$ cat src/rtl/cascade_mod_counter.sv
// Cascaded mod-N up/down counter chain with ripple carry/borrow, synchronous load,
// per-stage set-mode adjust, optional saturation and a registered chain-wrap pulse.
module cascade_mod_counter #(
  parameter int                  STAGES   = 3,
  parameter int                  W        = 6,
  parameter logic [STAGES*W-1:0] MODS     = {6'd24, 6'd60, 6'd60},
  parameter int                  SELW     = 2,
  parameter bit                  SATURATE = 1'b0
) (
  input  logic                  clk,
  input  logic                  reset,
  input  logic                  tick,
  input  logic                  up,
  input  logic                  load,
  input  logic [STAGES*W-1:0]   load_val,
  input  logic                  adj_en,
  input  logic [SELW-1:0]       adj_sel,
  output logic [STAGES*W-1:0]   count,
  output logic                  wrap,
  output logic                  at_max,
  output logic                  at_zero
);

  function automatic logic [W-1:0] stage_max(input int i);
    logic [W-1:0] m;
    m = MODS[i*W +: W];
    return m - W'(1);
  endfunction

  logic [W-1:0]          cur [STAGES];
  logic [STAGES:0]       carry_up;
  logic [STAGES:0]       carry_dn;
  logic [STAGES*W-1:0]   count_nxt;
  logic                  wrap_nxt;
  logic                  terminal;

  // Out-of-range stage values are pinned to the stage maximum before any
  // tick or adjust uses them, so a corrupted stage cannot spread.
  always_comb begin
    carry_up[0] = 1'b1;
    carry_dn[0] = 1'b1;
    for (int i = 0; i < STAGES; i++) begin
      cur[i] = (count[i*W +: W] > stage_max(i)) ? stage_max(i) : count[i*W +: W];
      carry_up[i+1] = carry_up[i] & (cur[i] == stage_max(i));
      carry_dn[i+1] = carry_dn[i] & (cur[i] == '0);
    end
    terminal = up ? carry_up[STAGES] : carry_dn[STAGES];
  end

  always_comb begin
    count_nxt = count;
    wrap_nxt  = 1'b0;
    if (load) begin
      for (int i = 0; i < STAGES; i++) begin
        count_nxt[i*W +: W] = (load_val[i*W +: W] > stage_max(i)) ? stage_max(i)
                                                                   : load_val[i*W +: W];
      end
    end else if (adj_en) begin
      for (int i = 0; i < STAGES; i++) begin
        if (i == int'(adj_sel)) begin
          if (up) count_nxt[i*W +: W] = (cur[i] == stage_max(i)) ? '0 : cur[i] + W'(1);
          else    count_nxt[i*W +: W] = (cur[i] == '0) ? stage_max(i) : cur[i] - W'(1);
        end
      end
    end else if (tick) begin
      if (!(terminal && SATURATE)) begin
        wrap_nxt = terminal;
        for (int i = 0; i < STAGES; i++) begin
          if (up && carry_up[i])
            count_nxt[i*W +: W] = (cur[i] == stage_max(i)) ? '0 : cur[i] + W'(1);
          else if (!up && carry_dn[i])
            count_nxt[i*W +: W] = (cur[i] == '0) ? stage_max(i) : cur[i] - W'(1);
        end
      end
    end
  end

  always_ff @(posedge clk or posedge reset) begin
    if (reset) begin
      count <= '0;
      wrap  <= 1'b0;
    end else begin
      count <= count_nxt;
      wrap  <= wrap_nxt;
    end
  end

  always_comb begin
    at_max  = 1'b1;
    at_zero = 1'b1;
    for (int i = 0; i < STAGES; i++) begin
      if (count[i*W +: W] != stage_max(i)) at_max  = 1'b0;
      if (count[i*W +: W] != '0)           at_zero = 1'b0;
    end
  end

endmodule

$ cat config.mk
export PLATFORM = sky130hd
export DESIGN_NAME = cascade_mod_counter
export DESIGN_NICKNAME = d
export VERILOG_FILES = /design/src/rtl/cascade_mod_counter.sv
export SDC_FILE = /design/constraint.sdc
export NUM_CORES = 1
export LEC_CHECK = 0
export BUFFER_PORTS_ARGS = -buffer_cell sky130_fd_sc_hd__buf_2
export CAP_MARGIN = 10
export CORE_MARGIN = 2
export CORE_UTILIZATION = 55
export CTS_CLUSTER_SIZE = 8
export DETAILED_ROUTE_END_ITERATION = 6
export MAX_ROUTING_LAYER = met4
export PLACE_DENSITY = 0.77
export SETUP_SLACK_MARGIN = 0.15
export SLEW_MARGIN = 20
export SYNTH_ARGS = -nofsm -noshare
export SYNTH_HDL_FRONTEND = slang
export SYNTH_SLANG_ARGS = --single-unit
$ cat constraint.sdc
create_clock -name clk -period 2.98 [get_ports clk]
set_input_delay 0 -clock clk [delete_from_list [all_inputs] [get_ports clk]]
set_output_delay 0 -clock clk [all_outputs]
set_load 0.1 [all_outputs]
# Yosys cells after proc, flatten, opt, wreduce, memory -nomap -nowiden
# Index checks and enable logic that the tools add are counted.
# W data, S select, Z words.
# word_totals
out_inout_bits	21
inputBits	26
regBits	19
# op_classes
bitwise	4
magnitude_cmp	6
n_eq_ne	11
n_addsub	6
reduce_logical	18
muxes	35
# op_table
operator	n
$mux W6	22
$mux W18	3
$gt A6 B6 Y1 const B	4
$add A6 B1 Y6 const B	3
$logic_not A6 Y1	3
$reduce_bool A6 Y1	3
$sub A6 B1 Y6 const B	3
$eq A6 B6 Y1 const B	2
$gt A6 B5 Y1 const B	2
$ne A6 B6 Y1 const B	2
$mux W1	10
$ne A3 B2 Y1 const B	3
$reduce_bool A4 Y1	2
$eq A6 B5 Y1 const B	1
$ne A6 B5 Y1 const B	1
$reduce_and A3 Y1	2
$and A1 B1 Y1	4
$eq A2 B2 Y1 const A	2
$logic_and A1 B1 Y1	4
$reduce_bool A3 Y1	1
$logic_not A2 Y1	1
$reduce_and A2 Y1	1
$logic_not A1 Y1	1

# Logic depth before layout (Yosys ltp)
# Gate-level depths: netlist of run 1.
# depth
depth_word	10
depth_mapped	11
ltp_nobuf	9

# Worst setup path before layout of run 1
# Ideal clock, no wire load.
# synth_path
path_kind	register -> output
start	reg count[4]
end	out at_max
slack_ns	-1.704
t_arrival_ns	4.684
stages_incl_launch_ff	5
path_cell_list	dfrtp_1 > buf_2 > nand3_1 > or4_1 > nor4_1
# synth_via
elab_chain_len	4
# synth_lines
element	line_no	source
from (decl)	18	output logic [STAGES*W-1:0] count,
from (signal assigned)	83	count <= count_nxt;
$ne A6 B6 Y1	92	if (count[i*W +: W] != stage_max(i)) at_max = 1'b0;
$mux W1 (3 in series)	92	
to (decl)	20	output logic at_max,
# Every way passes these cells.

# Worst setup path after layout of run 1
# layout_path
start	reg count[5]
end	reg count[16]
# layout_via
elab_chain_len	9
# layout_lines
element	line_no	source
$gt A6 B6 Y1	43	cur[i] = (count[i*W +: W] > stage_max(i)) ? stage_max(i) : count[i*W +: W];
$mux W6 *	43	
$eq A6 B6 Y1	44	carry_up[i+1] = carry_up[i] & (cur[i] == stage_max(i));
$and A1 B1 Y1	44	
$logic_and A1 B1 Y1	69	if (up && carry_up[i])
$mux W6	69	
$mux W18	65	end else if (tick) begin
$mux W18	58	end else if (adj_en) begin
$mux W18	53	if (load) begin
# Mark *: on every way between the ends. The rest lies on a longest branch, timed or not. The select of a mux whose other input is x is not followed.
# A chain may end at the register's enable or synchronous reset.

==> impl_metrics.tcl, run 1 <==
set metrics [dict create \
    mostFrequentLayoutCells "buf_2 (46), nand2_1 (21), inv_1 (17), a21oi_1 (17)" \
    slew_headroom 0.498 \
    first_pass_iters 5 \
    p_clk_frac 0.087 \
    dieArea_um2 4150 \
    cts.path.max_buffers 2 \
    switching_share 0.592 \
    crit_required_ps 3160 \
    endpoint_kind "flop" \
    io_pins 47 \
    drtIter0Drc 194 \
    grt_pass1_wl_um 9490 \
    final_hold_viol_count 0 \
    synth_cell_types 64 \
    syn_avg_cell_area_um2 7.66 \
    initial_utilization 0.588 \
    num-fill-cells 326 \
    p_comb_frac 0.642 \
    cts_buffers 3 \
    htree_levels 1 \
    ys_seq_area_frac 0.237 \
    routed-via-count 2231 \
    portBuffers 46 \
    setup_viol 0 \
    clkSinkCount 19 \
    final_nets 334 \
    grt_overflow 0 \
    setup-tns-final_ps 0 \
    final_common_cell "buf_2" \
    grt_max_degree 32 \
    drive_gt1_frac 0.237 \
    fin_cells 346 \
    path_clk_slew_ps 120 \
    yosys.area_share.simple 0.264 \
    power_uw 1580 \
    routed_wl_um 5720 \
    synth_mux_area_frac 0.0156 \
    dp.cells 338 \
    async_flop_share 1.00 \
    syn_nets 295 \
    cts_tree "yes" \
    period_needed_ps 2620 \
    synth_edf_count 0 \
    holdCritPathClass "in2reg" \
    die_w_um 64.4 \
    synthToLayoutAreaGrowth_pct 17.0 \
    ant_nets 0 \
    core_area_um2 3420 \
    p_leak_uw 0.00105 \
    cts_root_buf "clkbuf_4" \
    row_count 21 \
    fmax_mhz 381 \
    ir_drop_v 0.000511 \
    via_per_inst 6.45 \
    netlist_area_um2 2010 \
    synth-main-ff-cell "dfrtp_1" \
    synth_adder_area_share 0.0436 \
    tightest_slew_ps 752 \
    first_global_vias 1969 \
    synthCells 262 \
    antenna-diode-count 0 \
    fin_crit_sh 0.881 \
    powerDensity_nw_per_um2 674 \
    max_cap_violations 0 \
    switching_power_uw 937 \
    place.gp.congestion 1.05 \
    power_frac_seq 0.271 \
    place_hpwl_um 4110 \
    synth_top_family_by_area "compound AO/OA/AOI/OAI gates" \
    crit_type "reg2reg" \
    rsz0062_at_grt "no" \
    antenna_found_initial 0 \
    die_y_um 64.4 \
    synth-seq-cells 19 \
    avgRoutedWirePerCell_um 16.5 \
    slew_violations 0 \
    grtUsageTotal 0.298 \
    crit_arrival_ps 2800 \
    critPathMaxFanout 12 \
    synth_compound_area_frac 0.324 \
    drc 0 \
    outcome "complete, no violations" \
    yosys.area_share.xor_xnor 0.0393 \
    cell_internal_pwr_uw 646 \
    fin_worst_skew_ps 4.64 \
    ys_warn_count 0 \
    worstSetupStartpointType "flop" \
    clk_latency_ps 300 \
]
## power groups by stage
stage | clock network, µW | logic (µW) | registers, µW
floorplan | 0 | 487 | 752
global placement | 0 | 993 | 427
detailed placement | 0 | 999 | 429
CTS | 139 | 1010 | 424
global route | 152 | 1090 | 441
finish | 137 | 1020 | 429
## layout make-up
class,count,area [µm²],area share
multi-input combinational,206,1420,0.604
inverter,17,63.8,0.0272
tap,46,57.6,0.0245
timing repair buffer,54,300,0.128
sequential,19,480,0.205
clock buffer,4,26.3,0.0112
## routing by layer
| layer | routed length (µm) | GRT usage |
|---|---|---|
| met3 | 410 | 0.0440 |
| met2 | 2670 | 0.464 |
| met5 | 0 | - |
| met4 | 62 | 0.0691 |
| met1 | 2570 | 0.412 |
## critical path: stages, from the launching register on
cell and delay [ps]:
dfrtp_2 510, and3_1 230, a21oi_1 310, inv_1 80, ha_1 280, and4_4 240, a31oi_2 290, nor2_1 140
a221oi_1 280, mux2i_1 130
## kinds of logic after synthesis
group | Yosys count
flops | 19
simple gates | 93
fa+ha+maj | 7
mux | 3
xor+xnor | 9
buf+inv | 37
compound gates | 94
## sequential cells by signal (all words and copies together), names as in the netlist
register,count
wrap,1
count,18
## final timing paths
path,endpoint,start,slack (ps),depth (start not counted)
max,count[16]$_DFFE_PP0P_,count[5]$_DFFE_PP0P_,360,9
min,count[0]$_DFFE_PP0P_,load_val[0],6,3
max reg2reg,count[16]$_DFFE_PP0P_,count[5]$_DFFE_PP0P_,360,9
min reg2reg,count[7]$_DFFE_PP0P_,count[7]$_DFFE_PP0P_,650,2
max in group asynchronous,count[5]$_DFFE_PP0P_,reset,2110,3
min in group asynchronous,count[11]$_DFFE_PP0P_,reset,360,3
## through the flow
| step | area, µm² | util | setup WS (ps) | hold slack (ps) |
|---|---|---|---|---|
| global placement | 2270 | 0.665 | 306 | 181 |
| floorplan | 2040 | - | 156 | -49.1 |
| finish | 2350 | 0.687 | 356 | 5.95 |
| detailed placement | 2270 | 0.665 | 185 | 171 |
| CTS | 2340 | 0.684 | 191 | 5.01 |
| global route | 2350 | 0.687 | 202 | 11.7 |
## synthesized netlist by cell type, types with 4 or more instances
master	number	area share
a211oi_1	4	0.015
a21o_1	4	0.015
a21oi_1	17	0.042
a31oi_1	15	0.047
and3_1	4	0.012
buf_2	7	0.017
clkbuf_1	10	0.019
dfrtp_1	19	0.24
ha_1	7	0.044
inv_1	17	0.032
nand2_1	21	0.039
nand2b_1	5	0.016
nand3_1	11	0.027
nor2_1	13	0.024
nor2b_1	4	0.012
nor3_1	11	0.027
nor4_1	5	0.016
o21ai_0	15	0.037
o22ai_1	6	0.019
xnor2_1	6	0.026
## timing repair
item,in CTS,in global routing
hold buffers,4,0
resized for setup,0,2
endpoints found under the setup margin,0,6
buffers inserted,0,0
endpoints found under the hold margin,22,0
Power figures use the tool's default switching activity.
==> run 2, diff against run 1 <==
--- a/config.mk
+++ b/config.mk
@@ -7,12 +7,14 @@
 export LEC_CHECK = 0
 export BUFFER_PORTS_ARGS = -buffer_cell sky130_fd_sc_hd__buf_2
 export CAP_MARGIN = 10
+export CELL_PAD_IN_SITES_DETAIL_PLACEMENT = 0
+export CELL_PAD_IN_SITES_GLOBAL_PLACEMENT = 1
 export CORE_MARGIN = 2
-export CORE_UTILIZATION = 55
+export CORE_UTILIZATION = 39
 export CTS_CLUSTER_SIZE = 8
 export DETAILED_ROUTE_END_ITERATION = 6
 export MAX_ROUTING_LAYER = met4
-export PLACE_DENSITY = 0.77
+export PLACE_DENSITY = 0.76
 export SETUP_SLACK_MARGIN = 0.15
 export SLEW_MARGIN = 20
 export SYNTH_ARGS = -nofsm -noshare
==> impl_metrics.tcl, run 2 (synthesis results as in run 1) <==
set metrics [dict create \
    endpoint_kind "flop" \
    avgRoutedWirePerCell_um 16.3 \
    drive_gt1_frac 0.241 \
    fmax_mhz 380 \
    grt_max_degree 32 \
    path_clk_slew_ps 80 \
    routed-via-count 2161 \
    slew_headroom 0.474 \
    hold-worst-slack_ps 24.6 \
    crit_top_cell "a21oi_1" \
    crit_type "reg2reg" \
    portBuffers 46 \
    first_global_vias 1915 \
    period_needed_ps 2630 \
    worstSetupStartpointType "flop" \
    io_pins 47 \
    grt_pass1_wl_um 9640 \
    core_area_um2 5040 \
    place.gp.congestion 0.892 \
    powerDensity_nw_per_um2 690 \
    final_nets 333 \
    die_y_um 75.7 \
    outcome "complete, no violations" \
    slew_violations 0 \
    drc 0 \
    critical-path-top-delay-family "compound AO/OA/AOI/OAI gates" \
    cts.path.max_buffers 2 \
    path_cells "and3_1, a21oi_1, inv_1, ha_1, and4_4, nand4_1, a32oi_4, o311a_1, a21oi_1" \
    clk_latency_ps 270 \
    dieArea_um2 5740 \
    fin_util 0.472 \
    routed_wl_um 6030 \
    dp_slack_ps 351 \
    largest_reg_flops 18 \
    place_hpwl_um 4470 \
    grtUsageTotal 0.227 \
    setup-tns-final_ps 0 \
    clkSinkCount 19 \
    rsz0062_at_grt "no" \
    antenna_found_initial 0 \
    initial_utilization 0.398 \
    critPathMaxStageDelay_ps 530 \
    final_hold_viol_count 0 \
    fin_crit_sh 0.882 \
    cp_slowest_cell "dfrtp_2" \
    reg_top3 "count x18, wrap x1" \
    holdCritPathClass "in2reg" \
    row_count 26 \
    grt_overflow 0 \
    first_pass_iters 4 \
    synthToLayoutAreaGrowth_pct 18.6 \
    regMostFlops "count" \
    p_leak_uw 0.00105 \
    mostFrequentLayoutCells "buf_2 (46), nand2_1 (21), inv_1 (17), a21oi_1 (17)" \
    ir_drop_v 0.000370 \
    max_cap_violations 0 \
    postCtsSetupBuffers 0 \
    path_buf_inv 1 \
    critPathMaxFanout 14 \
    htree_levels 1 \
    crit_required_ps 3140 \
    ant_nets 0 \
    setup_viol 0 \
    antenna-diode-count 0 \
    cts_root_buf "clkbuf_8" \
    cts_buffers 3 \
    crit_arrival_ps 2790 \
    die_w_um 75.7 \
    drtIter0Drc 134 \
    setup_ws_ps 351 \
    fin_worst_skew_ps 1.53 \
    via_per_inst 5.86 \
    tightest_slew_ps 788 \
    final_common_cell "buf_2" \
    cts_tree "yes" \
]
==> run 2: changes by cell type in the layout (fill, tap and decap cells not counted), sizes merged <==
| cell | change |
|---|---|
| clkinv | +1 |
| buf | +1 |
| dlygate4sd3 | -2 |
| clkbuf | -1 |
==> run 2: final timing paths <==
check / from / end / slack [ps] / cells after the start
worst max-delay path: count[3]$_DFFE_PP0P_ / count[14]$_DFFE_PP0P_ / 350 / 9
worst min register to register: count[12]$_DFFE_PP0P_ / count[12]$_DFFE_PP0P_ / 640 / 2
worst max register to register: count[3]$_DFFE_PP0P_ / count[14]$_DFFE_PP0P_ / 350 / 9
min in group asynchronous: reset / wrap$_DFF_PP0_ / 420 / 3
worst min-delay path: load_val[6] / count[6]$_DFFE_PP0P_ / 20 / 3
max in group asynchronous: reset / count[2]$_DFFE_PP0P_ / 2020 / 3
==> run 2: layout make-up <==
cell class | count | area [µm²]
fillers | 531 | 2660
multi-input cells | 206 | 1420
flip-flops and latches | 19 | 480
repair buffers | 53 | 288
well taps | 70 | 87.6
inverters | 17 | 63.8
clock buffers | 3 | 41.3
clock inverters | 1 | 5.00
==> run 2: worst min-delay path, delay by kind of cell <==
kind | cells | cell delay [ps]
AOI/OAI and AO/OA | 2 | 150
buffers and inverters | 1 | 100
==> run 2: where the power goes <==
group          switching [µW]  leakage, µW  internal [µW]
combinational             729     0.000803            284
clock                     104    0.0000255           93.5
sequential                123     0.000223            310
==> run 2: metal layers <==
metal,GRT usage,wire (µm),vias to the layer above
li1,-,-,1060
met1,0.312,2840,1028
met2,0.353,2830,67
met3,0.0304,306,6
met4,0.0604,56,0
met5,-,0,-
==> run 2: timing repair <==
item | in CTS | in global routing
hold endpoints to repair | 20 | 0
hold buffers | 2 | 0
setup endpoints to repair | 0 | 1
gates resized for setup | 0 | 1
==> run 2: stage by stage <==
| stage | cells | power (µW) | area, µm² |
|---|---|---|---|
| after global routing | 369 | 1740 | 2380 |
| after global placement | 363 | 1440 | 2310 |
| final | 369 | 1640 | 2380 |
| after detailed placement | 363 | 1440 | 2310 |
| after CTS | 369 | 1640 | 2370 |
| after floorplan | 262 | 1240 | 2040 |
